[config.mk]
export PLATFORM = sky130hd
export DESIGN_NAME = fpu_host_link
export DESIGN_NICKNAME = d
export VERILOG_FILES = /design/src/rtl/fpu_host_link.sv
export SDC_FILE = /design/constraint.sdc
export NUM_CORES = 1
export LEC_CHECK = 0
export BUFFER_PORTS_ARGS = -buffer_cell sky130_fd_sc_hd__buf_4
export CORE_ASPECT_RATIO = 0.6
export CORE_MARGIN = 2
export CORE_UTILIZATION = 51
export CTS_BUF_LIST = sky130_fd_sc_hd__clkbuf_8
export DETAILED_ROUTE_END_ITERATION = 10
export GPL_TIMING_DRIVEN = 0
export PLACE_DENSITY = 0.81
export SYNTH_ARGS = -nofsm -noshare
export SYNTH_HDL_FRONTEND = slang
export SYNTH_SLANG_ARGS = --single-unit
[constraint.sdc]
create_clock -name clock100KHz -period 1.55 [get_ports clock100KHz]
set_input_delay 0 -clock clock100KHz [delete_from_list [all_inputs] [get_ports clock100KHz]]
set_output_delay 0 -clock clock100KHz [all_outputs]
set_load 0.005 [all_outputs]
[src/rtl/fpu_host_link.sv]
// rtl/fpu_host_link.sv - byte-serial host bridge that loads two FPU operands, restarts the FPU and returns result+status
module fpu_host_link #(
    parameter int FPU_LATENCY = 16
) (
    input  logic        clock100KHz,
    input  logic        reset,
    input  logic [7:0]  rx_data,
    input  logic        rx_valid,
    output logic        rx_ready,
    output logic [31:0] op_A_out,
    output logic [31:0] op_B_out,
    output logic        fpu_reset,
    input  logic [31:0] fpu_data_in,
    input  logic [3:0]  fpu_status_in,
    output logic [7:0]  tx_data,
    output logic        tx_valid,
    input  logic        tx_ready,
    output logic        busy
);
    typedef enum logic [1:0] {RX, KICK, WAIT, TX} state_t;

    localparam logic [7:0] LAST_WAIT = 8'(FPU_LATENCY - 1);

    state_t      state_q, state_d;
    logic [2:0]  rx_cnt_q, rx_cnt_d;
    logic [55:0] shadow_q, shadow_d;
    logic [31:0] op_a_q, op_a_d;
    logic [31:0] op_b_q, op_b_d;
    logic [7:0]  wait_cnt_q, wait_cnt_d;
    logic [2:0]  tx_cnt_q, tx_cnt_d;
    logic [31:0] result_q, result_d;
    logic [3:0]  status_q, status_d;
    logic [7:0]  tx_byte;

    always_ff @(posedge clock100KHz) begin
        if (reset) begin
            state_q    <= RX;
            rx_cnt_q   <= '0;
            shadow_q   <= '0;
            op_a_q     <= '0;
            op_b_q     <= '0;
            wait_cnt_q <= '0;
            tx_cnt_q   <= '0;
            result_q   <= '0;
            status_q   <= '0;
        end else begin
            state_q    <= state_d;
            rx_cnt_q   <= rx_cnt_d;
            shadow_q   <= shadow_d;
            op_a_q     <= op_a_d;
            op_b_q     <= op_b_d;
            wait_cnt_q <= wait_cnt_d;
            tx_cnt_q   <= tx_cnt_d;
            result_q   <= result_d;
            status_q   <= status_d;
        end
    end

    always_comb begin
        state_d    = state_q;
        rx_cnt_d   = rx_cnt_q;
        shadow_d   = shadow_q;
        op_a_d     = op_a_q;
        op_b_d     = op_b_q;
        wait_cnt_d = wait_cnt_q;
        tx_cnt_d   = tx_cnt_q;
        result_d   = result_q;
        status_d   = status_q;
        case (state_q)
            RX: begin
                if (rx_valid) begin
                    shadow_d = {shadow_q[47:0], rx_data};
                    rx_cnt_d = rx_cnt_q + 3'd1;
                    // Seven bytes sit in the shadow; the eighth is taken straight from the bus
                    if (rx_cnt_q == 3'd7) begin
                        op_a_d  = shadow_q[55:24];
                        op_b_d  = {shadow_q[23:0], rx_data};
                        state_d = KICK;
                    end
                end
            end
            KICK: begin
                wait_cnt_d = '0;
                state_d    = WAIT;
            end
            WAIT: begin
                if (wait_cnt_q == LAST_WAIT) begin
                    result_d = fpu_data_in;
                    status_d = fpu_status_in;
                    tx_cnt_d = '0;
                    state_d  = TX;
                end else begin
                    wait_cnt_d = wait_cnt_q + 8'd1;
                end
            end
            TX: begin
                if (tx_ready) begin
                    if (tx_cnt_q == 3'd4) begin
                        tx_cnt_d = '0;
                        state_d  = RX;
                    end else begin
                        tx_cnt_d = tx_cnt_q + 3'd1;
                    end
                end
            end
            default: state_d = RX;
        endcase
    end

    always_comb begin
        tx_byte = '0;
        case (tx_cnt_q)
            3'd0:    tx_byte = result_q[31:24];
            3'd1:    tx_byte = result_q[23:16];
            3'd2:    tx_byte = result_q[15:8];
            3'd3:    tx_byte = result_q[7:0];
            3'd4:    tx_byte = {4'b0000, status_q};
            default: tx_byte = '0;
        endcase
    end

    assign rx_ready  = (state_q == RX);
    assign busy      = (state_q != RX);
    assign fpu_reset = (state_q == KICK);
    assign tx_valid  = (state_q == TX);
    assign tx_data   = (state_q == TX) ? tx_byte : 8'h00;
    assign op_A_out  = op_a_q;
    assign op_B_out  = op_b_q;
endmodule

==> results.md, run 1 <==
* Outcome: finished with violations
* Failing checks: negative setup slack
* Skew-Pair Late Insertion Delay at between 0.4 and 0.5 ns
* Endpoints failing hold at 0
* Final worst-path cycle share at 133%
* Htree depth at 4
* GRT Resource Usage Total at between 20 and 30%
* WL final at 25.7 mm
* DIE AREA at around 14,000 um2
* TritonCTS Sinks at 172
* Synth cell types at 42
* DR WL/cell at ~21 um
* EDFF count, synth at 0
* Synth Cell Area at around 6500 um2
* 1st-iter DRT viols at 1,038
* Period minus WS final at 2.06 ns
* Slew margin rel. at between 40% and 50%
* Row cnt at 31
* Final setup margin at -0.506 ns
* Crit Path Category: register to primary output
* Clk buf depth at 2
* Port Buffers at between 100 and 150
* Post-Synthesis Cells at about 830
* Ys async rst share at 0%
* Slew @ Worst Pin at roughly 0.84 ns
* Syn. warnings at 0
* Final HPWL DP at 12.2 mm
* Seq/Total Area, Yosys at a little over half
* Diodes inserted at 0
* Avg Cell Area, Syn at just under 8 um2
* DRT antenna net count at 0
* IO Count at approximately 120
* Nets at 1,101
* Worst endpoint data arrival time at 2.06 ns
* Vias per Instance at ~6
* Fin Clk Skew at around 0.021 ns
* Max-slew violations at 0
* GR Overflow Total at 0
* Drt first pass iters at 8
* Setup repair after global routing missed its margin: true
* Setup violators final at 82
* Synthesis-to-layout area growth at 50.0%
* Remaining DRCs at 0
* Fillers at 641
* Peak supply drop at between 0.0006 and 0.0007 V
* CTS buffer count at 17
* Die H at roughly 91 um
* Initial Util at 53.0%
* CP Launch Type: register
* Worst-path clk slew at ~0.10 ns
* Die X at 150 um
* Gpl congestion at between 0.8 and 0.9
* Post-synth top flop: dfxtp_1
* CTS tree: built
* Vias at around 7,400
* Synth Register Bits at approximately 170
* Leak pwr at between 3 and 4 nW
* Pre-CTS WS at -0.489 ns
* CP max FO at 5
* Initial antenna violation count at 0
* Endpoint type of the worst setup path: primary output
* Pin count of the biggest net entering global routing at 17
* Hold Path Class: input port to register
* First-pass GRT wire length at roughly 31 mm
* Fin Setup TNS at -13.59 ns
* Core Box Area at 12,300 um2
* Number of global-route vias before repair at 6,175
* Layout cells sized above 1 at between 30% and 40%
* Clk root buf: clkbuf_8
* Synth Net Count at 886
* Max_cap viols at 0
* Total power divided by cell area at ~870 nW/um2
* Req. time, crit path at around 1.6 ns
* Fmax at ~500 MHz
layout by cell type, fill, tap and decap left out, types with 3 or more instances in the layout:
cell type | synthesis | final
buf_4 | 1 | 149
clkbuf_2 | 0 | 8
clkbuf_4 | 0 | 9
bufinv_16 | 0 | 3
a21oi_1 | 171 | 127
dfxtp_4 | 0 | 8
nand2_2 | 0 | 6
clkinv_4 | 0 | 3
nor2_1 | 6 | 5
or4_4 | 0 | 4
dfxtp_1 | 172 | 158
inv_4 | 0 | 3
clkbuf_1 | 49 | 19
o21ai_0 | 8 | 6
dfxtp_2 | 0 | 6
ha_4 | 0 | 10
nand2_1 | 329 | 291
a22oi_1 | 14 | 14
clkbuf_8 | 0 | 19
buf_8 | 0 | 4
nand2_4 | 0 | 31
dlygate4sd3_1 | 0 | 44
a21oi_2 | 1 | 44
a31oi_1 | 5 | 5
inv_2 | 0 | 3
buf_6 | 1 | 11
inv_6 | 0 | 4
buf_12 | 0 | 5
layer usage:
metal	track usage, %	part of all wire [%]	routed length (um)
met3	8.49	12	3140
met5	0	0	0
met2	42.6	43	11000
met4	8.10	7.2	1860
met1	39.5	38	9730
sequential cells by signal, summed over array words and instances (netlist names):
signal	cells
shadow_q	56
op_A_out	32
op_B_out	32
result_q	32
wait_cnt_q	8
status_q	4
rx_cnt_q	3
tx_cnt_q	3
state_q	2
power by group:
part / switching [mW] / internal (mW) / total, mW
Clock: 1.84 / 1.68 / 3.53
Combinational: 0.272 / 0.208 / 0.481
Sequential: 0.0301 / 4.43 / 4.46
final cells by class:
| class | count | area, um2 | area share (%) |
|---|---|---|---|
| multi-input combinational | 590 | 3510 | 36.0 |
| clock buffer | 18 | 248 | 2.54 |
| sequential | 172 | 3480 | 35.7 |
| buffer | 51 | 372 | 3.81 |
| clock inverter | 14 | 184 | 1.89 |
| tap | 165 | 206 | 2.12 |
| timing repair buffer | 201 | 1710 | 17.6 |
| inverter | 7 | 33.8 | 0.347 |
path summary, 6_finish.rpt:
check,start,depth (start not counted),to,slack (ns)
setup / recovery,tx_cnt_q[1]$_SDFFE_PP0P_,6,tx_data[2],-0.51
hold reg to reg,op_A_out[19]$_SDFFE_PP0P_,2,op_A_out[19]$_SDFFE_PP0P_,0.46
hold / removal,rx_valid,5,shadow_q[7]$_SDFFE_PP0P_,0.06
setup reg to reg,wait_cnt_q[5]$_SDFFE_PP0P_,6,result_q[28]$_SDFFE_PP0P_,-0.29
synth_stat cells, types with 3 or more instances:
cell type | instances | share of area (%)
a21oi_1 | 171 | 13
clkbuf_1 | 49 | 2.8
nand2b_1 | 3 | 0.29
nand3_1 | 5 | 0.39
a22oi_1 | 14 | 1.6
a31oi_1 | 5 | 0.48
nor2b_1 | 4 | 0.39
nor2_1 | 6 | 0.35
or4_1 | 5 | 0.58
ha_1 | 13 | 2.5
dfxtp_1 | 172 | 53
nand2_1 | 329 | 19
o21ai_0 | 8 | 0.62
buf_2 | 3 | 0.23
inv_1 | 7 | 0.40
worst max-delay path: stages, from the launching register on:
cell and delay [ns]:
dfxtp_4 0.42, inv_4 0.07, ha_2 0.21, nor2b_4 0.17
a222oi_1 0.43, a21oi_1 0.15, buf_4 0.16
stage by stage:
step	hold WS, ns	cell area (um2)	cells	utilization [%]	total power [mW]
2_1_floorplan	0.136	6540	825	-	4.71
3_3_place_gp	0.250	7660	1112	62.5	4.86
3_5_place_dp	0.258	7660	1112	62.5	4.87
4_1_cts	0.00531	8910	1198	72.7	8.25
5_1_grt	0.0772	9750	1218	79.5	8.64
6_report	0.0575	9750	1218	79.5	8.47
repair_timing:
action,4_1_cts,5_1_grt
endpoints found under the hold margin,52,0
hold buffers,44,0
buffers inserted,13,18
endpoints found under the setup margin,180,166
pin swaps,14,80
cloned,1,3
gates resized for setup,89,189
logic make-up after synthesis:
kind of cell               synth area share (%)
AOI/OAI and AO/OA                          17.5
xor gates and xnor gates                  0.135
DFF                                        53.0
buffers and inverters                      3.87
muxes                                     0.308
and+or+nand+nor                            22.6
adders and majority gates                  2.50
(Power assumes the default switching activity.)
==> run 2, diff against run 1 <==
--- a/config.mk
+++ b/config.mk
@@ -5,14 +5,15 @@
 export SDC_FILE = /design/constraint.sdc
 export NUM_CORES = 1
 export LEC_CHECK = 0
+export ABC_AREA = 1
 export BUFFER_PORTS_ARGS = -buffer_cell sky130_fd_sc_hd__buf_4
 export CORE_ASPECT_RATIO = 0.6
 export CORE_MARGIN = 2
-export CORE_UTILIZATION = 51
+export CORE_UTILIZATION = 52
 export CTS_BUF_LIST = sky130_fd_sc_hd__clkbuf_8
 export DETAILED_ROUTE_END_ITERATION = 10
 export GPL_TIMING_DRIVEN = 0
-export PLACE_DENSITY = 0.81
+export PLACE_DENSITY = 0.83
 export SYNTH_ARGS = -nofsm -noshare
 export SYNTH_HDL_FRONTEND = slang
 export SYNTH_SLANG_ARGS = --single-unit
==> run 2 against run 1 <==
Against the previous run: register-to-register slack better by 0.15 ns; the run still ends with negative setup slack left; sequential cell count unchanged; global-route usage up 0.25 points; synthesized cell count up 0.61%; combinational power grew to 8.0 times the previous value; fmax rose by 13%; critical endpoint unchanged; non-clock buffer count decreased by 19.
==> results.md, run 2 <==
* Most common library cells after synthesis: dfxtp_1 (172), o21ai_0 (152), a21oi_1 (129), nor2_1 (115), inv_1 (80)
* Drt first pass iters at 7
* Die H at between 90 and 100 um
* Final setup margin at -0.272 ns
* CP Launch Type: register
* Synth top area cells: dfxtp_1 (53%), o21ai_0 (12%), a21oi_1 (9.8%), nor2_1 (6.6%), inv_1 (4.6%)
* Row cnt at 31
* CP max stage delay at ~0.4 ns
* CTS tree: built
* Avg Cell Area, Syn at between 7 and 8 um2
* Core Box Area at 12,200 um2
* Slew margin rel. at between 50% and 60%
* Synth Net Count at slightly below 900
* Nets at 1,091
* Leading cell types in the layout, fill and taps excluded: dfxtp_1 (162), buf_4 (131), a21oi_1 (120)
* Placed Cells incl. Taps at roughly 1,100
* Util after Layout at 75.8%
* Failing checks: negative setup slack
* Synth cell types at 23
* Remaining DRCs at 0
* Req. time, crit path at 1.55 ns
* Endpoint type of the worst setup path: primary output
* Outcome: finished with violations
* Skew-Pair Late Insertion Delay at 0.47 ns
* Diodes inserted at 0
* Vias per Instance at ~5.7
* Peak supply drop at about 0.0008 V
* Area occupied by multi-input gates at approximately 2900 um2
* Period minus WS final at 1.82 ns
* Top-count cell post-synth: dfxtp_1
* Total power divided by cell area at 1360 nW/um2
* TritonCTS Sinks at about 170
* Port Buffers at 122
* Fillers at roughly 840
* Setup violators final at 23
* Ys async rst share at 0%
* DRT antenna net count at 0
* First-pass GRT wire length at about 31 mm
* Synth Register Bits at roughly 170
* GR Overflow Total at 0
* Post-synth top area share at a little over half
* DIE AREA at 13,600 um2
* EDFF count, synth at 0
* Leak pwr at roughly 3.8 nW
* Synthesis-to-layout area growth at 40.9%
* Max_cap viols at 0
* Gpl congestion at a little under 0.9
* Design Power at between 10 and 15 mW
* Initial Util at 53.8%
* WL final at between 20 and 25 mm
* Post-synth top flop: dfxtp_1
* Synth Cell Area at 6560 um2
* Fin Setup TNS at -2.69 ns
* Post-Synthesis Cells at slightly above 800
* Pin count of the biggest net entering global routing at 17
* Slew @ Worst Pin at 0.675 ns
* GRT Resource Usage Total at 28.6%
* Worst endpoint data arrival time at 1.82 ns
* Initial antenna violation count at 0
* Syn. warnings at 0
* Endpoints failing hold at 0
* DR WL/cell at approximately 18 um
* Crit Path Category: register to primary output
* Largest area contributor in the netlist: dfxtp_1
* Max reg flops at 56
* Clk buf depth at 2
* Most common cell after layout, fill and taps aside: dfxtp_1
* Worst-path clk slew at 0.09 ns
* Seq/Total Area, Yosys at between 50% and 60%
* Fin Clk Skew at between 0.01 and 0.015 ns
* Vias at between 6,000 and 7,000
* 1st-iter DRT viols at approximately 800
* Htree depth at 4
* CTS buffer count at 17
* Clk root buf: clkbuf_8
* CP max FO at 8
* Hold Path Class: input port to register
* Number of global-route vias before repair at a little under 6,000
* Non-Filler Instances at between 1,000 and 1,500
* Die X at 149 um
* Max-slew violations at 0
* Setup repair after global routing missed its margin: true
* Critical-path cell list: inv_4 > ha_4 > inv_4 > nor2_4 > buf_12 > nand2_2 > nand2_2 > nor2_2 > a21oi_2 > buf_4
* IO Count at between 100 and 150
* FF/Latch Area at about 3500 um2
* Final worst-path cycle share at 118%
* Fmax at 549 MHz
* Final HPWL DP at 13.0 mm
* Slowest stage cell, crit path: dfxtp_4
* Layout cells sized above 1 at ~29%
* Most flops, register: shadow_q
## run 2: stage by stage
| step | hold WS, ns | cell area (um2) | worst slack [ns] |
|---|---|---|---|
| 2_1_floorplan | 0.146 | 6560 | 0.0583 |
| 3_3_place_gp | 0.236 | 7680 | -0.322 |
| 3_5_place_dp | 0.246 | 7680 | -0.328 |
| 4_1_cts | 0.0603 | 8760 | -0.208 |
| 5_1_grt | 0.172 | 9240 | -0.335 |
| 6_report | 0.0968 | 9240 | -0.272 |
## run 2: final timing paths
path | startpoint | endpoint | slack, ns | cells after the start
worst min register to register | result_q[8]$_SDFFE_PP0P_ | result_q[8]$_SDFFE_PP0P_ | 0.48 | 2
worst min-delay path | tx_ready | state_q[0]$_SDFFE_PP0P_ | 0.1 | 5
worst max register to register | state_q[1]$_SDFFE_PP0P_ | state_q[1]$_SDFFE_PP0P_ | -0.14 | 8
worst max-delay path | tx_cnt_q[0]$_SDFFE_PP0P_ | tx_data[2] | -0.27 | 10
## run 2: report_power, final
| part | switching (mW) | leakage, nW | internal (mW) |
|---|---|---|---|
| clock network | 1.77 | 0.201 | 1.51 |
| registers | 0.413 | 1.40 | 4.99 |
| logic | 2.34 | 2.23 | 1.50 |
| total | 4.53 | 3.83 | 8.00 |
## run 2: final cells by class
cell class                      instances  area share [%]
Multi-Input combinational cell        524            31.7
Buffer                                 51            4.10
Tap cell                              165            2.24
Sequential cell                       172            37.6
Clock buffer                           18            2.68
Inverter                               82            3.66
Clock inverter                         13            1.68
Timing Repair Buffer                  182            16.4
## run 2: routing by layer
layer  GRT usage (%)  wire (um)  vias up
met5               0          0        -
met4            8.89        633        0
met3            5.18       2180       79
met2            39.7       8960      438
met1            44.3       9710     3187
li1                -          -     3141
## run 2: worst max-delay path: cells and delay by family (launching register included)
family,cells,cell delay [ns]
AND/OR/NAND/NOR,4,0.28
AO/OA/AOI/OAI,1,0.12
flip-flops,1,0.39
buffers and inverters,4,0.41
adder cells (fa/ha/maj),1,0.16
## run 2: cells by family (layout without fill, tap and decap cells)
kind of cell,Yosys count,in the layout,synth area share [%]
AOI/OAI and AO/OA,299,299,23.3
and+or+nand+nor,211,211,12.8
adders and majority gates,13,13,2.48
DFF,172,172,52.5
xor gates and xnor gates,1,1,0.134
buffers and inverters,134,346,8.74
## run 2: what timing repair did
item                                   CTS  global route
pin swaps                                6            18
resized for setup                       72           149
endpoints found under the hold margin   61             0
setup endpoints to repair              165           169
setup buffers                            1             9
gates cloned                             1             3
hold buffers                            46             0
